`src/rtl/control_fsm.sv`:
```
// control_fsm
// Multicycle control unit for the RISC-V `processing` datapath. It is pure
// control: it reads the IR and the ALU flags and drives the datapath strobes.
// Features: ready/valid memory handshakes with wait states, conditional
// branches (beq/bne/blt/bge), an illegal-opcode trap and a retired-instruction
// counter.
//
// Ports
//   clk, reset                 rising-edge clock, asynchronous active-high reset
//   instruction[31:0]          IR contents (opcode, funct3, funct7[5] are decoded)
//   ALUZero, ALULess           ALU flags (result == 0, signed A < B)
//   IMemReady, DMemReady       memory handshakes (ignored when MEM_HANDSHAKE = 0)
//   PCWrite, PCSource          PC load strobe and source (0 ALU, 1 ALUOut)
//   ALUSrcA, ALUSrcB, ALUOp    ALU operand and operation selects
//   LoadAOut, LoadRegA/B       ALUOut and operand register loads
//   RegWrite, MemToReg         register-file write and write-back source
//   IMemRead, IRWrite          instruction fetch request and IR load
//   DMemReq, DMemOp, LoadMDR   data memory request, direction and MDR load
//   Illegal                    sticky flag: undecodable opcode seen
//   InstrRet                   retired-instruction count (wraps)
//   StateOut                   current state encoding
module control_fsm #(
  parameter int ALUOP_W       = 3,
  parameter bit MEM_HANDSHAKE = 1'b1,
  parameter bit TRAP_HALT     = 1'b1,
  parameter int CNT_W         = 32
) (
  input  logic               clk,
  input  logic               reset,
  input  logic [31:0]        instruction,
  input  logic               ALUZero,
  input  logic               ALULess,
  input  logic               IMemReady,
  input  logic               DMemReady,
  output logic               PCWrite,
  output logic               PCSource,
  output logic               ALUSrcA,
  output logic [1:0]         ALUSrcB,
  output logic [ALUOP_W-1:0] ALUOp,
  output logic               LoadAOut,
  output logic               LoadRegA,
  output logic               LoadRegB,
  output logic               RegWrite,
  output logic               MemToReg,
  output logic               IMemRead,
  output logic               IRWrite,
  output logic               DMemReq,
  output logic               DMemOp,
  output logic               LoadMDR,
  output logic               Illegal,
  output logic [CNT_W-1:0]   InstrRet,
  output logic [3:0]         StateOut
);

  localparam logic [3:0] START        = 4'd0;
  localparam logic [3:0] INSTR_FETCH  = 4'd1;
  localparam logic [3:0] INSTR_DECODE = 4'd2;
  localparam logic [3:0] MEM_ADDR     = 4'd3;
  localparam logic [3:0] EXEC_R       = 4'd4;
  localparam logic [3:0] EXEC_I       = 4'd5;
  localparam logic [3:0] EXEC_U       = 4'd6;
  localparam logic [3:0] BRANCH       = 4'd7;
  localparam logic [3:0] MEM_LD       = 4'd8;
  localparam logic [3:0] MEM_SD       = 4'd9;
  localparam logic [3:0] WB_MEM       = 4'd10;
  localparam logic [3:0] WB_ALU       = 4'd11;
  localparam logic [3:0] TRAP         = 4'd12;

  localparam logic [6:0] OPC_LOAD   = 7'b0000011;
  localparam logic [6:0] OPC_STORE  = 7'b0100011;
  localparam logic [6:0] OPC_OPIMM  = 7'b0010011;
  localparam logic [6:0] OPC_OP     = 7'b0110011;
  localparam logic [6:0] OPC_LUI    = 7'b0110111;
  localparam logic [6:0] OPC_BRANCH = 7'b1100011;

  // Operation codes of the operations package used by the datapath ALU.
  localparam logic [ALUOP_W-1:0] ALU_SUM  = ALUOP_W'(3'd0);
  localparam logic [ALUOP_W-1:0] ALU_SUB  = ALUOP_W'(3'd1);
  localparam logic [ALUOP_W-1:0] ALU_LOAD = ALUOP_W'(3'd7);

  // Dispatch target after decode; anything unknown traps.
  function automatic logic [3:0] decodeOpcode(input logic [6:0] op);
    logic [3:0] nxt;
    case (op)
      OPC_LOAD:   nxt = MEM_ADDR;
      OPC_STORE:  nxt = MEM_ADDR;
      OPC_OPIMM:  nxt = EXEC_I;
      OPC_OP:     nxt = EXEC_R;
      OPC_LUI:    nxt = EXEC_U;
      OPC_BRANCH: nxt = BRANCH;
      default:    nxt = TRAP;
    endcase
    return nxt;
  endfunction

  // Branch condition from funct3; unsupported funct3 values never branch.
  function automatic logic branchTaken(input logic [2:0] f3, input logic zero,
                                       input logic less);
    logic tk;
    case (f3)
      3'b000:  tk = zero;
      3'b001:  tk = ~zero;
      3'b100:  tk = less;
      3'b101:  tk = ~less;
      default: tk = 1'b0;
    endcase
    return tk;
  endfunction

  // {funct7[5], funct3} is zero-extended or truncated to the ALUOp width.
  function automatic logic [ALUOP_W-1:0] fitAluOp(input logic [3:0] f);
    return ALUOP_W'(f);
  endfunction

  logic [3:0]       state_r;
  logic [3:0]       nextState_s;
  logic [CNT_W-1:0] instrRet_r;
  logic             illegal_r;
  logic             iReady_s;
  logic             dReady_s;
  logic             retire_s;
  logic             enterTrap_s;
  logic [6:0]       opcode_s;
  logic [2:0]       funct3_s;
  logic             funct7b5_s;
  logic             unusedIrBits_s;

  assign opcode_s   = instruction[6:0];
  assign funct3_s   = instruction[14:12];
  assign funct7b5_s = instruction[30];
  assign unusedIrBits_s = ^{instruction[31], instruction[29:15], instruction[11:7]};

  // Without handshakes the memories are assumed to answer in one cycle.
  assign iReady_s = MEM_HANDSHAKE ? IMemReady : 1'b1;
  assign dReady_s = MEM_HANDSHAKE ? DMemReady : 1'b1;

  // Final cycle of every instruction: the counter steps on its exiting edge.
  assign retire_s = (state_r == WB_MEM) || (state_r == WB_ALU) ||
                    (state_r == BRANCH) || ((state_r == MEM_SD) && dReady_s);

  assign enterTrap_s = (nextState_s == TRAP) && (state_r != TRAP);

  // Next-state selection.
  always_comb begin
    nextState_s = START;
    case (state_r)
      START:        nextState_s = INSTR_FETCH;
      INSTR_FETCH: begin
        if (iReady_s) nextState_s = INSTR_DECODE;
        else          nextState_s = INSTR_FETCH;
      end
      INSTR_DECODE: nextState_s = decodeOpcode(opcode_s);
      MEM_ADDR: begin
        if (opcode_s == OPC_LOAD) nextState_s = MEM_LD;
        else                      nextState_s = MEM_SD;
      end
      MEM_LD: begin
        if (dReady_s) nextState_s = WB_MEM;
        else          nextState_s = MEM_LD;
      end
      MEM_SD: begin
        if (dReady_s) nextState_s = INSTR_FETCH;
        else          nextState_s = MEM_SD;
      end
      EXEC_R, EXEC_I, EXEC_U:  nextState_s = WB_ALU;
      WB_MEM, WB_ALU, BRANCH:  nextState_s = INSTR_FETCH;
      TRAP: begin
        if (TRAP_HALT) nextState_s = TRAP;
        else           nextState_s = INSTR_FETCH;
      end
      default:      nextState_s = START;
    endcase
  end

  // Datapath strobes, decoded from the current state (and handshakes/flags).
  always_comb begin
    PCWrite  = 1'b0;
    PCSource = 1'b0;
    ALUSrcA  = 1'b0;
    ALUSrcB  = 2'd0;
    ALUOp    = ALU_SUM;
    LoadAOut = 1'b0;
    LoadRegA = 1'b0;
    LoadRegB = 1'b0;
    RegWrite = 1'b0;
    MemToReg = 1'b0;
    IMemRead = 1'b0;
    IRWrite  = 1'b0;
    DMemReq  = 1'b0;
    DMemOp   = 1'b0;
    LoadMDR  = 1'b0;
    case (state_r)
      INSTR_FETCH: begin
        IMemRead = 1'b1;
        ALUSrcB  = 2'd1;
        // PC and IR only move on the cycle the fetch data is valid.
        if (iReady_s) begin
          IRWrite = 1'b1;
          PCWrite = 1'b1;
        end else begin
          IRWrite = 1'b0;
          PCWrite = 1'b0;
        end
      end
      INSTR_DECODE: begin
        // Speculative branch target PC + (imm << 1) parked in ALUOut.
        LoadRegA = 1'b1;
        LoadRegB = 1'b1;
        LoadAOut = 1'b1;
        ALUSrcB  = 2'd3;
      end
      MEM_ADDR: begin
        LoadAOut = 1'b1;
        ALUSrcA  = 1'b1;
        ALUSrcB  = 2'd2;
      end
      MEM_LD: begin
        DMemReq = 1'b1;
        DMemOp  = 1'b0;
        if (dReady_s) LoadMDR = 1'b1;
        else          LoadMDR = 1'b0;
      end
      MEM_SD: begin
        DMemReq = 1'b1;
        DMemOp  = 1'b1;
      end
      WB_MEM: begin
        RegWrite = 1'b1;
        MemToReg = 1'b1;
      end
      EXEC_R: begin
        ALUSrcA  = 1'b1;
        ALUSrcB  = 2'd0;
        LoadAOut = 1'b1;
        ALUOp    = fitAluOp({funct7b5_s, funct3_s});
      end
      EXEC_I: begin
        // Immediate forms carry imm bits in funct7; only srai uses bit 30.
        ALUSrcA  = 1'b1;
        ALUSrcB  = 2'd2;
        LoadAOut = 1'b1;
        ALUOp    = fitAluOp({funct7b5_s & (funct3_s == 3'b101), funct3_s});
      end
      EXEC_U: begin
        ALUSrcB  = 2'd2;
        LoadAOut = 1'b1;
        ALUOp    = ALU_LOAD;
      end
      WB_ALU: begin
        RegWrite = 1'b1;
        MemToReg = 1'b0;
      end
      BRANCH: begin
        ALUSrcA  = 1'b1;
        ALUSrcB  = 2'd0;
        ALUOp    = ALU_SUB;
        PCSource = 1'b1;
        PCWrite  = branchTaken(funct3_s, ALUZero, ALULess);
      end
      default: begin
        PCWrite = 1'b0;
      end
    endcase
  end

  // State register.
  always_ff @(posedge clk or posedge reset) begin
    if (reset) state_r <= START;
    else       state_r <= nextState_s;
  end

  // Retired-instruction counter, wrapping modulo 2^CNT_W.
  always_ff @(posedge clk or posedge reset) begin
    if (reset)         instrRet_r <= '0;
    else if (retire_s) instrRet_r <= instrRet_r + CNT_W'(1'b1);
    else               instrRet_r <= instrRet_r;
  end

  // Sticky illegal-opcode flag, set on the edge that enters TRAP.
  always_ff @(posedge clk or posedge reset) begin
    if (reset)            illegal_r <= 1'b0;
    else if (enterTrap_s) illegal_r <= 1'b1;
    else                  illegal_r <= illegal_r;
  end

  assign Illegal  = illegal_r;
  assign InstrRet = instrRet_r;
  assign StateOut = state_r;

endmodule

```
`config.mk`:
```
export PLATFORM = sky130hd
export DESIGN_NAME = control_fsm
export DESIGN_NICKNAME = d
export VERILOG_FILES = /design/src/rtl/control_fsm.sv
export SDC_FILE = /design/constraint.sdc
export NUM_CORES = 1
export LEC_CHECK = 0
export CAP_MARGIN = 20
export CORE_MARGIN = 3
export CORE_UTILIZATION = 47
export DETAILED_ROUTE_END_ITERATION = 16
export DONT_BUFFER_PORTS = 1
export PLACE_DENSITY_LB_ADDON = 0.1
export SYNTH_ARGS = -nofsm -noshare
export SYNTH_HDL_FRONTEND = slang
export SYNTH_SLANG_ARGS = --single-unit
```
`constraint.sdc`:
```
create_clock -name clk -period 2.1 [get_ports clk]
set_input_delay 0.525 -clock clk [delete_from_list [all_inputs] [get_ports clk]]
set_output_delay 0.525 -clock clk [all_outputs]
set_load 0.01 [all_outputs]
```
After elaboration in Yosys (flattened, before gate mapping) --
Index checks and enable logic that the tools add are counted.
Word-level totals: flip-flop bits (word level) 37, input bits 38, output and inout port bits 55, logic and storage cells 68
Operators by class: $add $sub $neg 1, equality and inequality tests 23, multiplexer cells 23, bitwise gates (word level) 2, reduce and logical (&&, ||, !) cells 16
Operators by type and width (number):
- 32-bit by 1-bit adder with 32-bit output, second input constant | 1
- 4-bit one-hot mux with 8 select lines | 1
- 4-bit == test, second input constant | 6
- 7-bit by 6-bit == test with 1-bit output, second input constant | 3
- 4-bit one-hot mux with 5 select lines | 1
- 4-bit by 3-bit == test with 1-bit output, second input constant | 4
- 1-bit 2-to-1 mux | 14
- 3-bit one-hot mux with 3 select lines | 1
- 4-bit by 2-bit == test with 1-bit output, second input constant | 2
- 2-bit OR reduction | 4
- 4-bit OR reduction | 2
- 7-bit by 2-bit == test with 1-bit output, second input constant | 1
- 7-bit by 5-bit == test with 1-bit output, second input constant | 1
- 7-bit == test, second input constant | 1
- 3-bit == test, second input constant | 2
- 2-bit one-hot mux with 3 select lines | 1
- 3-bit OR reduction | 2
- 5-bit OR reduction | 1
- 4-bit by 1-bit == test with 1-bit output, second input constant | 1
- 4-bit logical NOT | 1
- 2-bit 2-to-1 mux | 2
- 4-bit 2-to-1 mux | 1
- 4-bit inequality test, second input constant | 1
- 1-bit one-hot mux with 4 select lines | 1
- 6 further kinds | 10

Logic depth before layout (Yosys ltp) --
word-level depth 6, gate-level depth with buffers 6, gate-level depth less buffers 5

Worst setup path after synthesis --
No wires, ideal clock.
kind register to output, from reg state_r[1] (netlist: StateOut[1]), to out ALUSrcB[1], arrival time 1.442 ns, slack 0.133 ns, cell stages (with the launch flop) 5, cells stage by stage dfrtp_1 -> clkbuf_2 -> and2_1 -> a211oi_1 -> nor2b_1
On the way: word-level cells in the longest chain between the ends 3
Ends and longest elaborated chain:
- start: declaration | RTL line 115 | logic [3:0] state_r;
- start signal: assignment | RTL line 269 | else state_r <= nextState_s;
- 4-bit by 3-bit == test with 1-bit output / 4-bit by 2-bit == test with 1-bit output (equally long branches) | RTL line 192 | case (state_r)
- 3-bit OR reduction (no line)
- 2-bit one-hot mux with 3 select lines * | RTL line 192
- end: declaration | RTL line 38 | output logic [1:0] ALUSrcB,
Every way passes the cells marked *; elsewhere a longest branch is shown, timed or not.

Final worst setup path --
from reg state_r[2] (netlist: StateOut[2]), to out LoadRegB
On the way: word-level cells in the longest chain between the ends 2
Ends and longest elaborated chain:
- 4-bit by 2-bit == test with 1-bit output
- 1-bit 2-to-1 mux
- end: declaration | RTL line 42 | output logic LoadRegB,
Every way passes these cells.

==> flow_summary.ini <==
[outcome]
status = finished clean

[place]
placedCellCount = 264
hpwl_mm = 3.28
place_ws_ns = 0.229
place_area_mm2 = 0.00223
gp_congestion = 0.836
io_buffers = 0

[yosys]
synth_commonest_cells = 37 x dfrtp_1, 29 x xnor2_1, 15 x nand4_1
synthFlopType = dfrtp_1
netlist.area_leader.share_pct = 43.9
syn-num-nets = 247
yosysMostFrequentCell = dfrtp_1
synthArstFlopShare_pct = 100
yosys_warnings = 0
seq_area_frac_synth_pct = 43.9
synth_edf_count = 0
syn_area_mm2 = 0.00211
yosys.area.top_type = dfrtp_1
syn_area_per_cell_um2 = 10.1
synth_cells = 208
synth_cell_types = 45
yosys_register_bits = 37
synth_area_leaders = dfrtp_1 44%, xnor2_1 12%, nand4_1 4.4%, nand3_1 3.3%, and3_1 2.7%

[timing]
timing.hold.ws_ns = 0.224
max_slew_margin_pct = 67.4
fmax_mhz = 490
hold_violations = 0
drv_slew = 0
post-route-period-util_pct = 97.1
setup_tns_ns = 0
finClkSkew_ns = 0.00640
min_period_ns = 2.04
tightest_slew_ns = 0.490
setup_viol = 0
rsz0062_at_grt = true
worst_slack_ns = 0.0605

[clocking]
cts.sinks = 37
cts_made_buffers = 5
h-tree-depth = 2
clockBufferDepth = 2
clk_pin_slew_worst_paths_ns = 0.07
cts_hold_buf = 0
clock_latency_ns = 0.28
cts_tree = done
root_buffer = clkbuf_8

[floorplanning]
die_area_mm2 = 0.00533
pin_count = 93
core.rowCount = 23
initial_core_util_pct = 50.6
die_h_um = 73.0
die_w_um = 73.0
core_area_mm2 = 0.00417

[critical_path]
path_max_fanout = 7
startpoint_type = register
worstSetupPathType = reg -> out
cp_slowest_cell = or4b_4
crit_required_ns = 1.57
cp-end-kind = output port
crit_family = simple AND/OR/NAND/NOR gates
cp.arrival_ns = 1.51
critPathBufInv = 2
cpPeakStageDelay_ns = 0.58
path_cells = or4b_4 > inv_2 > buf_4

[final_layout]
nNetsFinal = 264
multi_input_area_mm2 = 0.00110
drive_above_1_share_pct = 19.5
register_area_um2 = 930
final_util_pct = 56.6
antenna_cells = 0
area_growth_pct = 11.9
fill_cells = 353
stdcell_count = 276
post-route-cell-area_mm2 = 0.00236

[route]
drtAntennaViolNets = 0
drc = 0
drt_first_pass_iters = 4
wl_mm = 4.58
vias = 1672
post_drt_wl_per_cell_um = 16.6
via_per_inst = 6.06
drt-initial-drc-count = 72

[grt]
grt-ovfl-total = 0
grt_pass1_wl_mm = 7.76
gr-usage-all-layers_pct = 18.3
grt_pass1_vias = 1735
grt_max_degree = 38
antenna_found_initial = 0

[power_and_ir_drop]
p_total_mw = 2.35
leakagePower_nw = 1.04
p_per_area_mw_per_mm2 = 995
peakVddDrop_v = 0.000607

[min_path]
worstHoldPathType = in -> async

[run]
cap_violations = 0
## layout make-up
class                           instances  share of cell area, %
Inverter                                9                   1.43
Timing Repair Buffer                   20                   6.36
Multi-Input combinational cell        152                   46.7
Sequential cell                        37                   39.4
Tap cell                               50                   2.65
Clock buffer                            6                   3.07
Clock inverter                          2                  0.424
## worst register-to-register path, stage by stage, from the launching register on
cell      delay (ns)
dfrtp_2         0.46
buf_4           0.15
nand3b_2        0.28
a31oi_4         0.45
nand4_1         0.20
xnor2_1         0.16
## worst paths after layout
path	slack (ns)	from	to	depth (start not counted)
max	0.06	StateOut[2]	LoadRegB	3
min	0.22	reset	InstrRet[9]	2
min in group clk	0.43	instruction[5]	StateOut[0]	2
max reg2reg	0.28	StateOut[2]	InstrRet[30]	5
max in group asynchronous	1.53	reset	StateOut[2]	2
min reg2reg	0.54	InstrRet[31]	InstrRet[31]	1
## per-layer routing
| metal | share of wire, % | GRT usage [%] |
|---|---|---|
| met2 | 51 | 30.5 |
| met1 | 40 | 21.2 |
| met3 | 7.6 | 6.06 |
| met4 | 0.98 | 8.20 |
| met5 | 0 | 0 |
## registers in the layout, indices dropped and copies added (netlist names)
signal / cells
Illegal: 1
StateOut: 4
InstrRet: 32
## cells by family after synthesis
family / share of synthesized area, %
adder cells (fa/ha/maj): 0.593
flip-flops: 43.9
multiplexers: 1.01
AND/OR/NAND/NOR: 27.2
buffers and inverters: 4.62
XOR/XNOR: 13.3
AO/OA/AOI/OAI: 9.43
## timing repair
action / 4_1_cts / 5_1_grt
endpoints found under the setup margin: 6 / 6
resized for setup: 5 / 3
cloned: 0 / 0
buffers inserted: 0 / 4
pin swaps: 0 / 1
## cell usage in the layout (no fill, tap or decap), types with 3 or more instances in the layout
cell type	synthesis	routed
and4_1	5	5
dfrtp_2	0	3
buf_4	2	20
nand2_1	10	10
nand2b_1	6	6
xor2_1	3	3
nand3_1	14	14
nor2_1	12	11
inv_1	9	8
xnor2_1	29	29
dfrtp_1	37	34
nand4_1	15	15
a21o_1	3	3
and3_1	9	9
and2_1	6	6
clkbuf_8	0	5
a21oi_1	8	8
## power breakdown
part	internal, mW	switching [mW]	total (mW)
combinational	0.410	0.498	0.908
sequential	0.807	0.167	0.973
clock	0.230	0.238	0.468
total	1.45	0.903	2.35
Note: power is estimated with default switching activity, not from simulation.
